$ cat config.mk
export PLATFORM = sky130hd
export DESIGN_NAME = spi_host_master
export DESIGN_NICKNAME = d
export VERILOG_FILES = /design/src/rtl/spi_host_master.sv
export SDC_FILE = /design/constraint.sdc
export NUM_CORES = 1
export LEC_CHECK = 0
export BUFFER_PORTS_ARGS = -buffer_cell sky130_fd_sc_hd__buf_2
export CORE_ASPECT_RATIO = 1.75
export CORE_MARGIN = 2
export CORE_UTILIZATION = 56
export CTS_BUF_LIST = sky130_fd_sc_hd__clkbuf_8 sky130_fd_sc_hd__clkbuf_16
export DETAILED_ROUTE_END_ITERATION = 8
export PLACE_DENSITY = 0.83
export SETUP_SLACK_MARGIN = 0.02
export SYNTH_ARGS = -nofsm -noshare
export SYNTH_HDL_FRONTEND = slang
export SYNTH_SLANG_ARGS = --single-unit
$ cat constraint.sdc
create_clock -name SCLK -period 2.1 [get_ports SCLK]
set_input_delay 0.105 -clock SCLK [delete_from_list [all_inputs] [get_ports SCLK]]
set_output_delay 0.105 -clock SCLK [all_outputs]
set_load 0.005 [all_outputs]
$ cat src/rtl/spi_host_master.sv
// rtl/spi_host_master.sv - SPI initiator serialising register read/write commands into CSN/MOSI frames
module spi_host_master #(
  parameter int FRAME_LEN = 34,
  parameter int ADDR_W    = 10,
  parameter int DATA_W    = 8,
  parameter int RD_START  = 16,
  parameter int IDLE_GAP  = 2
) (
  input  logic              SCLK,
  input  logic              rst_n,
  input  logic              cmd_valid,
  output logic              cmd_ready,
  input  logic              cmd_rw,
  input  logic [ADDR_W-1:0] cmd_addr,
  input  logic [DATA_W-1:0] cmd_wdata,
  input  logic              MISO,
  output logic              CSN,
  output logic              MOSI,
  output logic              rsp_valid,
  output logic [DATA_W-1:0] rsp_rdata
);

  if ((1 + ADDR_W + DATA_W > FRAME_LEN) || (RD_START + DATA_W > FRAME_LEN) || (IDLE_GAP < 1)) begin : g_param_check
    $error("spi_host_master: illegal frame geometry");
  end

  localparam int KW = $clog2(FRAME_LEN + 1);
  localparam int GW = $clog2(IDLE_GAP + 1);
  // With a one-posedge gap the IDLE cycle itself provides the CSN-high posedge.
  localparam bit SKIP_GAP = (IDLE_GAP < 2);
  localparam int GAP_LAST = SKIP_GAP ? 0 : IDLE_GAP - 2;

  typedef enum logic [1:0] {IDLE, SHIFT, GAP} state_t;

  state_t                state_q, state_d;
  logic [KW-1:0]         k_q, k_d;
  logic [GW-1:0]         gap_q, gap_d;
  logic [FRAME_LEN-1:0]  sr_q, sr_d;
  logic                  rw_q, rw_d;
  logic [DATA_W-1:0]     cap_q, cap_d;
  logic                  cmd_ready_q, cmd_ready_d;
  logic                  rsp_valid_q, rsp_valid_d;
  logic [DATA_W-1:0]     rsp_rdata_q, rsp_rdata_d;
  logic                  csn_q, csn_d;
  logic                  mosi_q, mosi_d;
  logic [FRAME_LEN-1:0]  frame_vec;
  logic                  in_window;

  // Assemble the outgoing frame with bit 0 (R/W) at the MSB so it shifts out first.
  always_comb begin
    frame_vec = '0;
    frame_vec[FRAME_LEN-1] = cmd_rw;
    frame_vec[FRAME_LEN-2 -: ADDR_W] = cmd_addr;
    if (cmd_rw) begin
      frame_vec[FRAME_LEN-2-ADDR_W -: DATA_W] = cmd_wdata;
    end
  end

  assign in_window = (k_q >= KW'(RD_START)) && (k_q < KW'(RD_START + DATA_W));

  // Next-state logic for the posedge stage: accept, shift/capture, then enforce the CSN-high gap.
  always_comb begin
    state_d     = state_q;
    k_d         = k_q;
    gap_d       = gap_q;
    sr_d        = sr_q;
    rw_d        = rw_q;
    cap_d       = cap_q;
    rsp_valid_d = 1'b0;
    rsp_rdata_d = rsp_rdata_q;
    case (state_q)
      IDLE: begin
        if (cmd_valid) begin
          state_d = SHIFT;
          sr_d    = frame_vec;
          rw_d    = cmd_rw;
          k_d     = '0;
          cap_d   = '0;
        end
      end
      SHIFT: begin
        sr_d = {sr_q[FRAME_LEN-2:0], 1'b0};
        if (!rw_q && in_window) begin
          cap_d = {cap_q[DATA_W-2:0], MISO};
        end
        if (k_q == KW'(FRAME_LEN - 1)) begin
          rsp_valid_d = 1'b1;
          rsp_rdata_d = rw_q ? '0 : cap_d;
          gap_d       = '0;
          state_d     = SKIP_GAP ? IDLE : GAP;
        end else begin
          k_d = k_q + KW'(1);
        end
      end
      GAP: begin
        if (gap_q == GW'(GAP_LAST)) begin
          state_d = IDLE;
        end else begin
          gap_d = gap_q + GW'(1);
        end
      end
      default: state_d = IDLE;
    endcase
    cmd_ready_d = (state_d == IDLE);
  end

  // Posedge state machine with registered handshake and response outputs.
  always_ff @(posedge SCLK or negedge rst_n) begin
    if (!rst_n) begin
      state_q     <= IDLE;
      k_q         <= '0;
      gap_q       <= '0;
      sr_q        <= '0;
      rw_q        <= 1'b0;
      cap_q       <= '0;
      cmd_ready_q <= 1'b1;
      rsp_valid_q <= 1'b0;
      rsp_rdata_q <= '0;
    end else begin
      state_q     <= state_d;
      k_q         <= k_d;
      gap_q       <= gap_d;
      sr_q        <= sr_d;
      rw_q        <= rw_d;
      cap_q       <= cap_d;
      cmd_ready_q <= cmd_ready_d;
      rsp_valid_q <= rsp_valid_d;
      rsp_rdata_q <= rsp_rdata_d;
    end
  end

  // Pin values for the negedge stage come straight from posedge-stage state so they never glitch.
  always_comb begin
    csn_d  = (state_q != SHIFT);
    mosi_d = (state_q == SHIFT) && sr_q[FRAME_LEN-1];
  end

  // Negedge output stage keeps CSN/MOSI stable across the slave's sampling posedge.
  always_ff @(negedge SCLK or negedge rst_n) begin
    if (!rst_n) begin
      csn_q  <= 1'b1;
      mosi_q <= 1'b0;
    end else begin
      csn_q  <= csn_d;
      mosi_q <= mosi_d;
    end
  end

  assign cmd_ready = cmd_ready_q;
  assign rsp_valid = rsp_valid_q;
  assign rsp_rdata = rsp_rdata_q;
  assign CSN       = csn_q;
  assign MOSI      = mosi_q;

endmodule
==> results of run 1 <==
power by group:
group	total (mW)	switching, mW	internal (mW)
combinational	0.947	0.497	0.450
clock	0.527	0.300	0.227
sequential	1.48	0.229	1.25
state kept, by name (all words and copies together), names as in the netlist:
register and flops:
sr_q 19, cap_q 8, rsp_rdata 8, k_q 6, gap_q 2, state_q 2, CSN 1, MOSI 1
cmd_ready 1, rsp_valid 1, rw_q 1
layout make-up:
cell class	instances	area (um^2)
fill	317	1280
sequential	50	1250
multi-input combinational	133	931
timing repair buffer	41	238
clock buffer	5	68.8
tap	48	60.1
inverter	5	18.8
clock inverter	4	16.3
cells by family (layout without fill, tap and decap cells):
family,count (synthesis),count (layout)
simple gates,59,59
compound gates,52,52
flops,50,50
buf+inv,18,55
mux,19,19
fa+ha+maj,3,3
what timing repair did:
| action | 4_1_cts | 5_1_grt |
|---|---|---|
| gates resized for setup | 0 | 0 |
| hold buffers | 1 | 0 |
| endpoints found under the hold margin | 4 | 0 |
| gates cloned | 0 | 0 |
| endpoints found under the setup margin | 1 | 1 |
Yosys cell counts, drive strengths merged, types with 3 or more instances:
| master | number |
|---|---|
| o21ai | 13 |
| mux2i | 19 |
| o2bb2ai | 8 |
| clkbuf | 8 |
| a21oi | 3 |
| dfrtp | 47 |
| a22o | 9 |
| nand3 | 10 |
| buf | 4 |
| nand2 | 22 |
| nand2b | 3 |
| ha | 3 |
| nor3 | 3 |
| and2 | 3 |
| inv | 6 |
| a22oi | 7 |
| or3 | 3 |
| nor2b | 3 |
cell usage in the layout, fill, tap and decap left out, types with 3 or more instances in the layout:
| cell type | netlist | layout |
|---|---|---|
| nand2b_1 | 3 | 3 |
| mux2i_1 | 19 | 19 |
| nand2_1 | 22 | 22 |
| a22oi_1 | 7 | 7 |
| nand3_1 | 10 | 10 |
| buf_2 | 3 | 34 |
| a22o_1 | 9 | 9 |
| ha_1 | 3 | 3 |
| buf_4 | 0 | 5 |
| o2bb2ai_1 | 8 | 8 |
| nor3_1 | 3 | 3 |
| and2_1 | 3 | 3 |
| clkbuf_8 | 0 | 5 |
| inv_1 | 5 | 6 |
| dfrtp_1 | 47 | 47 |
| o21ai_0 | 13 | 13 |
| a21oi_1 | 3 | 3 |
worst max path at each step:
stage                          from  cells past startpoint        endpoint
3_5_place_dp   state_q[0]$_DFF_PN0_                      2  MOSI$_DFF_NN0_
2_1_floorplan  state_q[0]$_DFF_PN0_                      3  MOSI$_DFF_NN0_
5_1_grt               CSN$_DFF_NN1_                      1             CSN
6_report              CSN$_DFF_NN1_                      1             CSN
3_3_place_gp   state_q[0]$_DFF_PN0_                      2  MOSI$_DFF_NN0_
4_1_cts               CSN$_DFF_NN1_                      1             CSN
per-stage QoR:
step	power, mW	hold slack (ns)
4_1_cts	2.98	0.00881
3_5_place_dp	2.46	-0.0458
3_3_place_gp	2.41	-0.0462
2_1_floorplan	2.13	-0.191
5_1_grt	3.16	0.0121
6_report	2.95	0.0109
routing by layer:
| metal | vias to the layer above | part of all wire | wire (um) | GRT usage |
|---|---|---|---|---|
| met2 | 33 | 0.54 | 2340 | 0.392 |
| met5 | - | 0 | 0 | 0 |
| li1 | 801 | - | - | - |
| met3 | 7 | 0.035 | 152 | 0.0461 |
| met1 | 780 | 0.41 | 1760 | 0.259 |
| met4 | 0 | 0.020 | 85 | 0.0861 |
==> results.tsv, run 1 <==
metric	value	unit
rsz0062_at_grt	true	
worst-path-buf-inv	1	
place_area	2490	um^2
startpoint_type	flop	
ff2ff_setup_slack	0.18	ns
drive_gt1_frac	0.235	
synth_top_area_cell	dfrtp_1	
clk_pin_slew	0.09	ns
synth_top_family_by_area	compound AO/OA/AOI/OAI gates	
viasPerCell	5.67	
firstDrtPassIters	4	
drc	0	
required	2.00	ns
place.gp.congestion	0.739	
worst_setup_path_end_kind	output port	
tightest_slew	0.541	ns
max_stage_delay	0.50	ns
synthAdderAreaFrac	0.0167	
h-tree-depth	2	
final_hold_viol_count	0	
yosysTopAreaCellShare	0.523	
root_buffer	clkbuf_8	
synth_area_leaders	dfrtp_1, mux2i_1, nand2_1	
stdcell_area	2590	um^2
finClkSkew	0.0499	ns
muxShareOfSynthArea	0.0845	
ys.flop_type	dfrtp_1	
cp.arrival	2.00	ns
dp_cells	277	
ys_warn_count	0	
relSlewSlack	0.639	
yosysUniqueCellTypes	40	
min_to	sr_q[15]$_DFFE_PN0P_	
cellLeakagePower	1.27	nW
crit_chain	buf_2	
slew_violations	0	
drt_iter0_markers	34	
globalRouteOverflowTotal	0	
grt_max_degree	45	
cts_buffers	5	
synth_fp_nets	227	
cts.sinks	50	
setup_ws	-0.00377	ns
drt_wl_total	4340	um
r2r-end	MOSI$_DFF_NN0_	
outcome	finished with violations	
avgSynthCellArea	11.2	um^2
timing.rr.start	state_q[0]$_DFF_PN0_	
cts_tree	done	
final_core_util	0.669	
hold_depth	2	
port_buffers	34	
grt_pass1_wl	7560	um
reg2reg_depth	2	
violations	negative setup slack	
maxCapViolations	0	
grt_usage	0.223	
instances_no_fill	286	
crit_family	flip-flops	
cts_buffer_depth	2	
diodes	0	
clock_latency	0.35	ns
path_class	flop to output port	
syn2layout_area_growth	14.9	%
core	3870	um^2
setup_violations	1	
dpl.hpwl	3100	um
via_count	1621	
antenna_found_initial	0	
post-place-ws	0.216	ns
synth-xor-area-share	0	
fin_setup_tns	-0.00377	ns
hold_class	primary input to flop	
start_util	0.582	
ys_seq_area_frac	0.557	
dieWidth	51.9	um
wl_per_cell	15.2	um
async_flop_share	1.00	
min_from	cmd_wdata[0]	
vdd_drop_max	0.805	mV
num_io_pins	35	
synth_edf_count	0	
row_count	30	
synth-compound-area-share	0.167	
postCtsSetupRepairBufs	0	
synth-simple-area-share	0.140	
die_area	4560	um^2
crit_fanout	1	
die_y	87.9	um
grt_pass1_vias	1690	
syn_inst	201	
syn-cell-area	2250	um^2
nNetsFinal	263	
cp_slowest_cell	dfstp_2	
ant_nets	0	
power_density	1140	nW/um^2
synth-seq-cells	50	
No activity file was read; power rests on OpenSTA's default activity.
==> run 2: changes to the inputs <==
RECOVER_POWER = 25   (was default)
==> results.tsv, run 2 (same netlist as run 1, synthesis figures left out) <==
metric	value	unit	change
globalRouteOverflowTotal	0		unchanged
die_area	4560	um^2	unchanged
required	2.00	ns	about the same
drive_gt1_frac	0.223		-0.0126
clk_pin_slew	0.09	ns	about the same
h-tree-depth	2		unchanged
instances_no_fill	286		unchanged
setup_ws	-0.00377	ns	unchanged
post-place-ws	0.216	ns	unchanged
crit_chain	buf_2		
clock_latency	0.35	ns	about the same
top_register	sr_q		
grt_usage	0.223		unchanged
grt_max_degree	45		unchanged
firstDrtPassIters	4		unchanged
num_io_pins	35		unchanged
finClkSkew	0.0499	ns	unchanged
final_common_cell	dfrtp_1		
fin_setup_tns	-0.00377	ns	unchanged
violations	negative setup slack		
dieWidth	51.9	um	unchanged
crit_fanout	1		unchanged
startpoint_type	flop		
syn2layout_area_growth	14.6	%	
diodes	0		unchanged
seq_power_share	0.501		about the same
cellLeakagePower	1.26	nW	-0.96%
cts_buffers	5		unchanged
cp_slowest_cell	dfstp_2		
dp_cells	277		unchanged
clkPwrFrac	0.179		about the same
port_buffers	34		unchanged
die_y	87.9	um	unchanged
path_class	flop to output port		
final_cell_mix	dfrtp_1, buf_2, nand2_1, mux2i_1, o21ai_0		
via_count	1621		unchanged
setup_violations	1		unchanged
power_density	1140	nW/um^2	+0.19%
cts.sinks	50		unchanged
nNetsFinal	263		unchanged
final_hold_viol_count	0		unchanged
dpl.hpwl	3100	um	unchanged
grt_pass1_vias	1690		unchanged
drc	0		unchanged
largest_reg_flops	19		unchanged
nFillCells	315		-0.63%
drt_wl_total	4330	um	about the same
row_count	30		unchanged
hold_class	primary input to flop		
swShare	0.348		about the same
max_stage_delay	0.50	ns	about the same
final_core_util	0.667		-0.00162
place.gp.congestion	0.739		unchanged
start_util	0.582		unchanged
p_sw	1.03	mW	unchanged
core	3870	um^2	unchanged
outcome	finished with violations		
vdd_drop_max	0.805	mV	about the same
worst_setup_path_end_kind	output port		
cts_tree	done		
antenna_found_initial	0		unchanged
grt_pass1_wl	7560	um	unchanged
root_buffer	clkbuf_8		
postCtsSetupRepairBufs	0		unchanged
tightest_slew	1.06	ns	+0.521 ns
slew_violations	0		unchanged
rsz0062_at_grt	true		
wl_per_cell	15.2	um	about the same
internal_power	1.92	mW	about the same
hold-worst-slack	0.0109	ns	unchanged
viasPerCell	5.67		unchanged
worst-path-buf-inv	1		unchanged
cts_buffer_depth	2		unchanged
ant_nets	0		unchanged
crit_family	flip-flops		
maxCapViolations	0		unchanged
cp.arrival	2.00	ns	about the same
relSlewSlack	0.292		-0.347
drt_iter0_markers	34		unchanged
power_frac_comb	0.321		about the same
run 2: cell count changes in the layout (fill, tap and decap cells not counted):
| cell | before | now |
|---|---|---|
| buf_2 | 34 | 31 |
| clkbuf_1 | 0 | 3 |
| buf_4 | 5 | 4 |
| clkbuf_2 | 0 | 1 |
run 2: final cells by class:
cell class | instances | area, um^2 | area share
well taps | 48 | 60.1 | 0.0233
clock buffers | 5 | 68.8 | 0.0267
repair buffers | 41 | 231 | 0.0897
multi-input cells | 133 | 931 | 0.361
clock inverters | 4 | 16.3 | 0.00630
flip-flops and latches | 50 | 1250 | 0.486
inverters | 5 | 18.8 | 0.00727
run 2: worst reg2reg max path: cells and delay by family, from the launching register on:
kind | cells | cell delay [ns]
flip-flops | 1 | 0.39
AND/OR/NAND/NOR | 2 | 0.33
run 2: per-layer routing:
layer	track usage	routed length (um)	vias up
met5	0	0	-
met4	0.0861	85	0
met3	0.0461	152	7
met2	0.392	2340	33
met1	0.259	1760	780
li1	-	-	801
run 2: what timing repair did:
action / CTS / global route
hold buffers: 1 / 0
hold endpoints to repair: 4 / 0
setup endpoints to repair: 1 / 1
gates resized for setup: 0 / 0
run 2: path summary, 6_finish.rpt:
| check | slack [ns] | startpoint | end | depth (start not counted) |
|---|---|---|---|---|
| hold reg to reg | 0.49 | sr_q[25]$_DFFE_PN0P_ | sr_q[25]$_DFFE_PN0P_ | 2 |
| setup reg to reg | 0.18 | state_q[0]$_DFF_PN0_ | MOSI$_DFF_NN0_ | 2 |
| hold / removal | 0.01 | cmd_wdata[0] | sr_q[15]$_DFFE_PN0P_ | 2 |
| min in group asynchronous | 0.23 | rst_n | rsp_valid$_DFF_PN0_ | 2 |
| setup / recovery | -0.004 | CSN$_DFF_NN1_ | CSN | 1 |
| max in group asynchronous | 0.52 | rst_n | sr_q[26]$_DFFE_PN0P_ | 3 |
run 2: power groups by stage:
stage / logic (mW) / clock network [mW] / registers [mW]
after floorplan: 0.691 / 0.00596 / 1.43
after global placement: 0.929 / 0.00596 / 1.47
after detailed placement: 0.961 / 0.00596 / 1.49
after CTS: 0.966 / 0.540 / 1.47
after global routing: 1.08 / 0.575 / 1.51
final: 0.946 / 0.527 / 1.48
run 2: per-stage QoR:
| stage | total power, mW | area, um^2 |
|---|---|---|
| after floorplan | 2.13 | 2250 |
| after global placement | 2.41 | 2490 |
| after detailed placement | 2.46 | 2490 |
| after CTS | 2.98 | 2590 |
| after global routing | 3.16 | 2580 |
| final | 2.95 | 2580 |
==> run 3: changes to the inputs <==
CELL_PAD_IN_SITES_DETAIL_PLACEMENT = 1   (was default)
CELL_PAD_IN_SITES_GLOBAL_PLACEMENT = 2   (was default)
CORE_UTILIZATION = 36   (was 56)
PLACE_DENSITY = 0.82   (was 0.83)
==> results.tsv, run 3 (same netlist as run 1, synthesis figures left out) <==
metric	value	unit	change
outcome	finished with violations		
violations	negative setup slack		
required	2.00	ns	about the same
die_y	109	um	+24%
grt_max_degree	32		-29%
clk_pin_slew	0.09	ns	about the same
syn2layout_area_growth	19.6	%	
multi_input_area	931	um^2	unchanged
place.gp.congestion	0.758		+2.6%
cts_buffers	5		unchanged
cts_buffer_depth	2		unchanged
hold_class	primary input to flop		
grt_pass1_vias	1710		+1.2%
seq_power_share	0.449		-0.052
startpoint_type	flop		
rsz0062_at_grt	true		
setup_ws	-0.00593	ns	-0.00216 ns
clock_latency	0.35	ns	about the same
nFillCells	673		+110%
num_io_pins	35		unchanged
final_cell_mix	dfrtp_1, buf_2, nand2_1, mux2i_1, o21ai_0		
viasPerCell	5.19		-8.4%
final_hold_viol_count	0		unchanged
nNetsFinal	265		+0.76%
postCtsSetupRepairBufs	0		unchanged
ff2ff_setup_slack	0.18	ns	about the same
diodes	0		unchanged
start_util	0.367		-0.215
top_register	sr_q		
antenna_found_initial	0		unchanged
cellLeakagePower	1.30	nW	+3.3%
ant_nets	0		unchanged
port_buffers	34		unchanged
dr.max_layer_used	met4		
drt_iter0_markers	31		-8.8%
crit_family	flip-flops		
drt_wl_total	4800	um	+11%
power_density	1220	nW/um^2	+6.6%
p_sw	1.07	mW	+4.2%
post-place-ws	0.204	ns	-0.0118 ns
tightest_slew	0.791	ns	-0.271 ns
clkPwrFrac	0.257		+0.078
grt_pass1_wl	8180	um	+8.2%
fin_total_pwr	3.28	mW	+11%
dpl.hpwl	3530	um	+14%
slew_violations	0		unchanged
swShare	0.326		-0.0222
h-tree-depth	2		unchanged
cp_slowest_cell	dfstp_2		
cp.arrival	2.00	ns	about the same
ff_latch_area	1250	um^2	unchanged
max_stage_delay	0.51	ns	about the same
drc	0		unchanged
met1_length	1990	um	+13%
power_frac_comb	0.294		-0.027
row_count	38		+27%
internal_power	2.21	mW	+15%
wl_per_cell	15.0	um	-0.95%
drive_gt1_frac	0.246		+0.0231
crit_chain	buf_6		
cts_tree	done		
firstDrtPassIters	4		unchanged
setup_violations	1		unchanged
cts.sinks	50		unchanged
via_count	1662		+2.5%
finClkSkew	0.0486	ns	-0.00131 ns
globalRouteOverflowTotal	0		unchanged
wl_met3	143	um	-5.9%
largest_reg_flops	19		unchanged
vdd_drop_max	0.717	mV	-11%
root_buffer	clkbuf_8		
dieWidth	63.8	um	+23%
crit_fanout	1		unchanged
final_common_cell	dfrtp_1		
path_class	flop to output port		
dr_wl_met2	2580	um	+10%
fin_setup_tns	-0.00593	ns	-0.00216 ns
worst_setup_path_end_kind	output port		
maxCapViolations	0		unchanged
relSlewSlack	0.473		+0.181
die_area	6930	um^2	+52%
grt_usage	0.154		-0.0687
core	6130	um^2	+59%
worst-path-buf-inv	1		unchanged
[run 3: area by class of cell]
cell class / count / area share
clock buffer: 6 / 0.0307
clock inverter: 3 / 0.0237
inverter: 5 / 0.00697
multi-input combinational: 133 / 0.346
sequential: 50 / 0.466
tap: 80 / 0.0372
timing repair buffer: 43 / 0.0901
[run 3: per-stage QoR]
step / cell area, um^2 / utilization / hold slack (ns) / cells
floorplan: 2250 / - / -0.191 / 201
global placement: 2540 / 0.414 / -0.0413 / 311
detailed placement: 2540 / 0.414 / -0.0359 / 311
CTS: 2690 / 0.439 / 0.0115 / 320
global route: 2690 / 0.439 / 0.0211 / 320
finish: 2690 / 0.439 / 0.0120 / 320
[run 3: power by group through the flow]
stage	Combinational [mW]	Clock, mW	Sequential, mW
floorplan	0.691	0.00596	1.43
global placement	0.946	0.00596	1.48
CTS	0.980	0.868	1.47
global route	1.09	0.903	1.51
finish	0.966	0.843	1.47
detailed placement	0.976	0.00596	1.49
[run 3: worst paths after layout]
| kind | start | endpoint | cells past startpoint |
|---|---|---|---|
| max | CSN$_DFF_NN1_ | CSN | 1 |
| min reg2reg | sr_q[28]$_DFFE_PN0P_ | sr_q[28]$_DFFE_PN0P_ | 2 |
| max reg2reg | state_q[0]$_DFF_PN0_ | MOSI$_DFF_NN0_ | 2 |
| max in group asynchronous | rst_n | MOSI$_DFF_NN0_ | 3 |
| min in group asynchronous | rst_n | rsp_valid$_DFF_PN0_ | 2 |
| min | cmd_wdata[7] | sr_q[22]$_DFFE_PN0P_ | 3 |
[run 3: repair_timing]
action	CTS	global route
hold buffers	1	0
gates resized for setup	0	1
hold endpoints to repair	17	0
endpoints found under the setup margin	1	1
[run 3: metal layers]
layer	vias up	global-route usage
met5	-	0
met4	0	0.0606
met3	6	0.0323
met2	27	0.277
met1	823	0.176
li1	806	-
